===== config.mk =====
export PLATFORM = sky130hd
export DESIGN_NAME = instr_loader_mem
export DESIGN_NICKNAME = d
export VERILOG_FILES = /design/src/rtl/instr_loader_mem.sv
export SDC_FILE = /design/constraint.sdc
export NUM_CORES = 1
export LEC_CHECK = 0
export CAP_MARGIN = 0
export CELL_PAD_IN_SITES_DETAIL_PLACEMENT = 0
export CELL_PAD_IN_SITES_GLOBAL_PLACEMENT = 2
export CORE_ASPECT_RATIO = 1.75
export CORE_MARGIN = 10
export CORE_UTILIZATION = 53
export DETAILED_ROUTE_END_ITERATION = 8
export PLACE_DENSITY = 0.87
export SYNTH_ARGS = -nofsm -noshare
export SYNTH_HDL_FRONTEND = slang
export SYNTH_SLANG_ARGS = --single-unit

===== constraint.sdc =====
create_clock -name CLK -period 3.9 [get_ports CLK]
set_input_delay 0.39 -clock CLK [delete_from_list [all_inputs] [get_ports CLK]]
set_output_delay 0.39 -clock CLK [all_outputs]
set_load 0.02 [all_outputs]

===== src/rtl/instr_loader_mem.sv =====
// Program loader and instruction store for the BRISC core: a length byte, then
// N instructions sent MSB byte first, then fetches served by the PC stage.
module instr_loader_mem #(
  parameter int INSTR_WIDTH = 16,
  parameter int DEPTH       = 32,
  parameter int PC_WIDTH    = 8
) (
  input  logic                   CLK,
  input  logic                   RST,
  input  logic [7:0]             rx_data,
  input  logic                   rx_valid,
  input  logic [PC_WIDTH-1:0]    program_counter,
  output logic [INSTR_WIDTH-1:0] instruction,
  output logic                   load_done,
  output logic                   load_error,
  output logic [PC_WIDTH-1:0]    instr_count
);

  localparam int BPI = INSTR_WIDTH / 8;
  localparam int AW  = (DEPTH > 1) ? $clog2(DEPTH) : 1;
  localparam int BW  = (BPI > 1) ? $clog2(BPI) : 1;

  typedef enum logic [1:0] {WAIT_LEN, LOAD, DONE, ERROR} state_t;

  state_t                 r_state;
  state_t                 w_nextState;
  logic [AW-1:0]          r_wrAddr;
  logic [AW-1:0]          r_lastAddr;
  logic [BW-1:0]          r_byteIdx;
  logic [PC_WIDTH-1:0]    r_instrCount;
  logic [INSTR_WIDTH-1:0] r_instruction;
  logic [INSTR_WIDTH-1:0] r_mem [DEPTH];

  logic                   w_lenOk;
  logic                   w_lastByte;
  logic                   w_lastWord;
  logic                   w_latchLen;
  logic                   w_take;
  logic                   w_write;
  logic                   w_fetchOk;
  logic [AW-1:0]          w_rdAddr;
  logic [INSTR_WIDTH-1:0] w_asmNext;

  assign w_lenOk    = (rx_data != 8'd0) && (32'(rx_data) <= 32'(DEPTH));
  assign w_lastByte = (r_byteIdx == BW'(BPI - 1));
  assign w_lastWord = (r_wrAddr == r_lastAddr);

  always_ff @(posedge CLK) begin
    if (RST) r_state <= WAIT_LEN;
    else     r_state <= w_nextState;
  end

  always_comb begin
    w_nextState = r_state;
    w_latchLen  = 1'b0;
    w_take      = 1'b0;
    w_write     = 1'b0;
    case (r_state)
      WAIT_LEN: begin
        if (rx_valid) begin
          if (w_lenOk) begin
            w_latchLen  = 1'b1;
            w_nextState = LOAD;
          end else begin
            w_nextState = ERROR;
          end
        end
      end
      LOAD: begin
        if (rx_valid) begin
          w_take = 1'b1;
          if (w_lastByte) begin
            w_write = 1'b1;
            if (w_lastWord) w_nextState = DONE;
          end
        end
      end
      default: w_nextState = r_state;
    endcase
  end

  // Earlier bytes of the word wait here; the incoming byte completes the low end.
  if (BPI > 1) begin : g_asm
    logic [INSTR_WIDTH-9:0] r_asm;
    always_ff @(posedge CLK) begin
      if (RST)         r_asm <= '0;
      else if (w_take) r_asm <= w_asmNext[INSTR_WIDTH-9:0];
    end
    assign w_asmNext = {r_asm, rx_data};
  end else begin : g_noAsm
    assign w_asmNext = rx_data;
  end

  always_ff @(posedge CLK) begin
    if (RST) begin
      r_wrAddr     <= '0;
      r_lastAddr   <= '0;
      r_byteIdx    <= '0;
      r_instrCount <= '0;
    end else if (w_latchLen) begin
      r_wrAddr     <= '0;
      r_lastAddr   <= AW'(rx_data - 8'd1);
      r_byteIdx    <= '0;
      r_instrCount <= PC_WIDTH'(rx_data);
    end else if (w_take) begin
      if (w_lastByte) begin
        r_byteIdx <= '0;
        r_wrAddr  <= r_wrAddr + AW'(1);
      end else begin
        r_byteIdx <= r_byteIdx + BW'(1);
      end
    end
  end

  // Contents survive reset on purpose; fetches stay gated until a new load completes.
  always_ff @(posedge CLK) begin
    if (!RST && w_write) r_mem[r_wrAddr] <= w_asmNext;
  end

  assign w_rdAddr  = AW'(program_counter);
  assign w_fetchOk = load_done && (program_counter < r_instrCount);

  always_ff @(posedge CLK) begin
    if (RST)            r_instruction <= '0;
    else if (w_fetchOk) r_instruction <= r_mem[w_rdAddr];
    else                r_instruction <= '0;
  end

  assign load_done   = (r_state == DONE);
  assign load_error  = (r_state == ERROR);
  assign instr_count = r_instrCount;
  assign instruction = r_instruction;

endmodule


==> impl_results.md <==
* Status: finished clean
* RSZ-0062 raised after global routing: no
* I/O Pins at 45
* Fillers at ~2800
* Setup violators final at 0
* Slowest stage delay, CP at 0.76 ns
* Clk pwr share at 0.388
* #FFs+latches synth at 557
* Main flop type after synthesis: edfxtp_1
* CP bufs+invs at 1
* GRT overflow at 0
* Core Box Area at approximately 0.04 mm2
* Dominant cell type by area after synthesis: edfxtp_1
* Sink Count at between 500 and 600
* Worst vdd ir at between 0.0002 and 0.0003 V
* Synth top area cells: edfxtp_1 (72%), mux4_2 (14%), dfxtp_1 (4.2%)
* Post-synth net total at 1066
* Root buffer cell: clkbuf_16
* Antenna diodes at 0
* Sw power at 0.002343 W
* Total CTS buffers at 45
* Starting density of the core at 0.5344
* CP arrival at 2.94 ns
* Synth warn at 0
* Cells after Synth at approximately 1000
* Initial antenna violation count at 0
* Ys async rst share at 0
* LEAKAGE at between 7 and 8 nW
* Post-route setup slack at about 1.4 ns
* Die Wd at 171.7 um
* First-pass GRT wire length at 72.14 mm
* Crit path capture type: flop
* Sequential cell area fraction in the yosys report at 0.7627
* Req. time, crit path at between 4 and 5 ns
* DRT Pass-1 Iters at 5
* Measured slew at the worst slew-check pin at approximately 1.3 ns
* Clock slew at reported path FFs at roughly 0.07 ns
* Seq pwr share at 0.568
* CP max FO at 16
* Initial DRC Count at slightly below 900
* Unique masters post-synth at 39
* CP Launch Type: primary input
* RD Place Congestion at 0.8283
* Slew Viols, Final at 0
* Worst-skew pair later-pin latency at 0.56 ns
* GRT Total Usage at 0.2036
* Largest net degree at the start of global routing at 56
* Worst path top cell family by delay: simple AND/OR/NAND/NOR gates
* # Max-Cap Violations at 0
* Number of enable flip-flop cells after synthesis at 512
* Bufs on Longest Clock Path at 3
* H-tree lvl count at 2
* Synth-to-layout area growth at 12.92%
* Internal Power at 0.009193 W
* Post-DR vias/cell at 6.217
* PwrDens at 478.7 mW/mm2
* CTS tree: built
* Hold-fix buffers, CTS at 0
* Vias at 10330
* Setup Total Neg Slack at 0 ns
* FMAX at 400.3 MHz
* Wirelength per Cell at 29.36 um
* DRC Markers at 0
* Die H at between 200 and 300 um
* Critical Path, Cell by Cell: clkdlybuf4s50_1, ha_1, o211ai_1, nor3_1, a211oi_4, a22o_1
* DIE AREA at 0.04900 mm2
* Crit path kind: primary input to flop
* Sw frac at 0.2031
* Routed wire length at 48.79 mm
* Cell Rows at 97
* Nets at 1162
* I/O Buffers at 44
* Tcrit/Tclk final at 0.6405
* Rel. slew slack at 0.1372
* Place WS at 0.8518 ns
* Final Hold Viols at 0
* Post-DP HPWL at slightly below 30 mm
* Final ANT Viol Nets at 0
* Layout cell share with drive strength beyond 1 at 0.2288
* Crit-path slowest cell: nor3_1
* Post-CTS setup buffer count at 0
* Worst hold path class: flop to flop
* Period minus WS final at 2.498 ns
* Mapped Area at 0.02134 mm2
* Syn avg cell area at slightly above 20 um2
* CTS resizes at 0
* Worst hold slack at 0.4838 ns
* Vias in the first global route at 10860
* Top cell type's share of synthesized area at 0.7205
* Final setup skew at 0.01809 ns
* Comb power frac at 0.044
[synthesized netlist by cell type (2+ instances only)]
cell and count:
nor2b_1 5, nand3_1 8, a22o_1 16, or3b_2 2
buf_4 9, nand3b_1 3, inv_1 12, a211oi_4 2
nor2_1 46, and4b_1 2, xnor2_1 9, o21ai_0 7
a211oi_1 4, mux4_2 128, nand4_1 3, xor2_1 6
a211oi_2 2, and2_1 2, mux2i_1 11, a22oi_1 62
buf_2 8, ha_1 13, edfxtp_1 512, nor3_1 12
a21oi_1 14, buf_6 4, dfxtp_1 45, clkbuf_1 34
nand2_1 43
[per-stage QoR]
step,std cells,cell area [um2],power (W),util
floorplan,1034,21340,0.006956,-
global placement,1578,22630,0.007183,0.5668
detailed placement,1578,22630,0.007193,0.5668
CTS,1662,24100,0.01160,0.6035
global route,1662,24100,0.01185,0.6035
finish,1662,24100,0.01154,0.6035
[routing by layer]
metal  vias up  global-route usage  wire length, um
met5         -                   0                0
met4         0              0.1028             2569
met3       102             0.02634             2700
met2       365              0.3534            26240
met1      5413              0.2432            17280
li1       4453                   -                -
[area by class of cell]
type | instances | area [um2] | share of cell area
inverter | 12 | 45.04 | 0.001869
clock buffer | 63 | 1308 | 0.05426
clock inverter | 21 | 157.7 | 0.006542
multi-input combinational | 409 | 4742 | 0.1968
tap | 495 | 619.3 | 0.02570
sequential | 557 | 16280 | 0.6754
timing repair buffer | 105 | 949.7 | 0.03941
[cell usage in the layout (no fill, tap or decap), drive strengths merged, types with 3 or more instances in the layout]
master and instances:
a211oi 8, a21oi 14, a22o 16, a22oi 62, and2 3, buf 62, clkbuf 64, clkdlybuf4s50 42
clkinv 16, dfxtp 45, edfxtp 512, ha 13, inv 13, mux2i 11, mux4 128, nand2 43
nand3 8, nand3b 3, nand4 3, nor2 46, nor2b 5, nor3 12, o21ai 7, xnor2 9
xor2 6
[flip-flops by register name, summed over array words and instances, names as in the netlist]
| name | flops |
|---|---|
| r_state | 2 |
| r_mem | 512 |
| instr_count | 8 |
| r_byteIdx | 1 |
| instruction | 16 |
| g_asm.r_asm | 8 |
| r_wrAddr | 5 |
| r_lastAddr | 5 |
[power groups by stage]
| stage | clock (W) | sequential (W) | combinational (W) |
|---|---|---|---|
| after floorplan | 0 | 0.00666 | 0.000293 |
| after global placement | 0 | 0.00668 | 0.000504 |
| after detailed placement | 0 | 0.00668 | 0.000512 |
| after CTS | 0.00454 | 0.00655 | 0.000514 |
| after global routing | 0.00476 | 0.00655 | 0.000538 |
| final | 0.00448 | 0.00655 | 0.000507 |
[worst register-to-register path, stage by stage (launching register included)]
cell and delay [ns]:
dfxtp_1 0.39, inv_1 0.06, ha_1 0.29, a21oi_1 0.18, o2111ai_1 0.39, a211oi_4 0.76
a22o_1 0.26
[path summary, 6_finish.rpt]
| path | end | slack, ns | depth (start not counted) | from |
|---|---|---|---|---|
| max reg2reg | instruction[12]$_SDFF_PP0_ | 1.50 | 6 | instr_count[5]$_SDFFE_PP0P_ |
| min reg2reg | instr_count[7]$_SDFFE_PP0P_ | 0.48 | 2 | instr_count[7]$_SDFFE_PP0P_ |
| max | instruction[7]$_SDFF_PP0_ | 1.40 | 6 | program_counter[3] |
| min | instr_count[7]$_SDFFE_PP0P_ | 0.48 | 2 | instr_count[7]$_SDFFE_PP0P_ |
[logic make-up (layout without fill, tap and decap cells)]
kind of cell | count (synthesis) | count (layout) | synth area share
AND/OR/NAND/NOR | 131 | 131 | 0.02838
buffers and inverters | 68 | 201 | 0.01542
AO/OA/AOI/OAI | 111 | 111 | 0.03946
flip-flops | 557 | 557 | 0.7627
adder cells (fa/ha/maj) | 13 | 13 | 0.007623
XOR/XNOR | 15 | 15 | 0.006157
multiplexers | 139 | 139 | 0.1403
No activity file was read; power rests on OpenSTA's default activity.
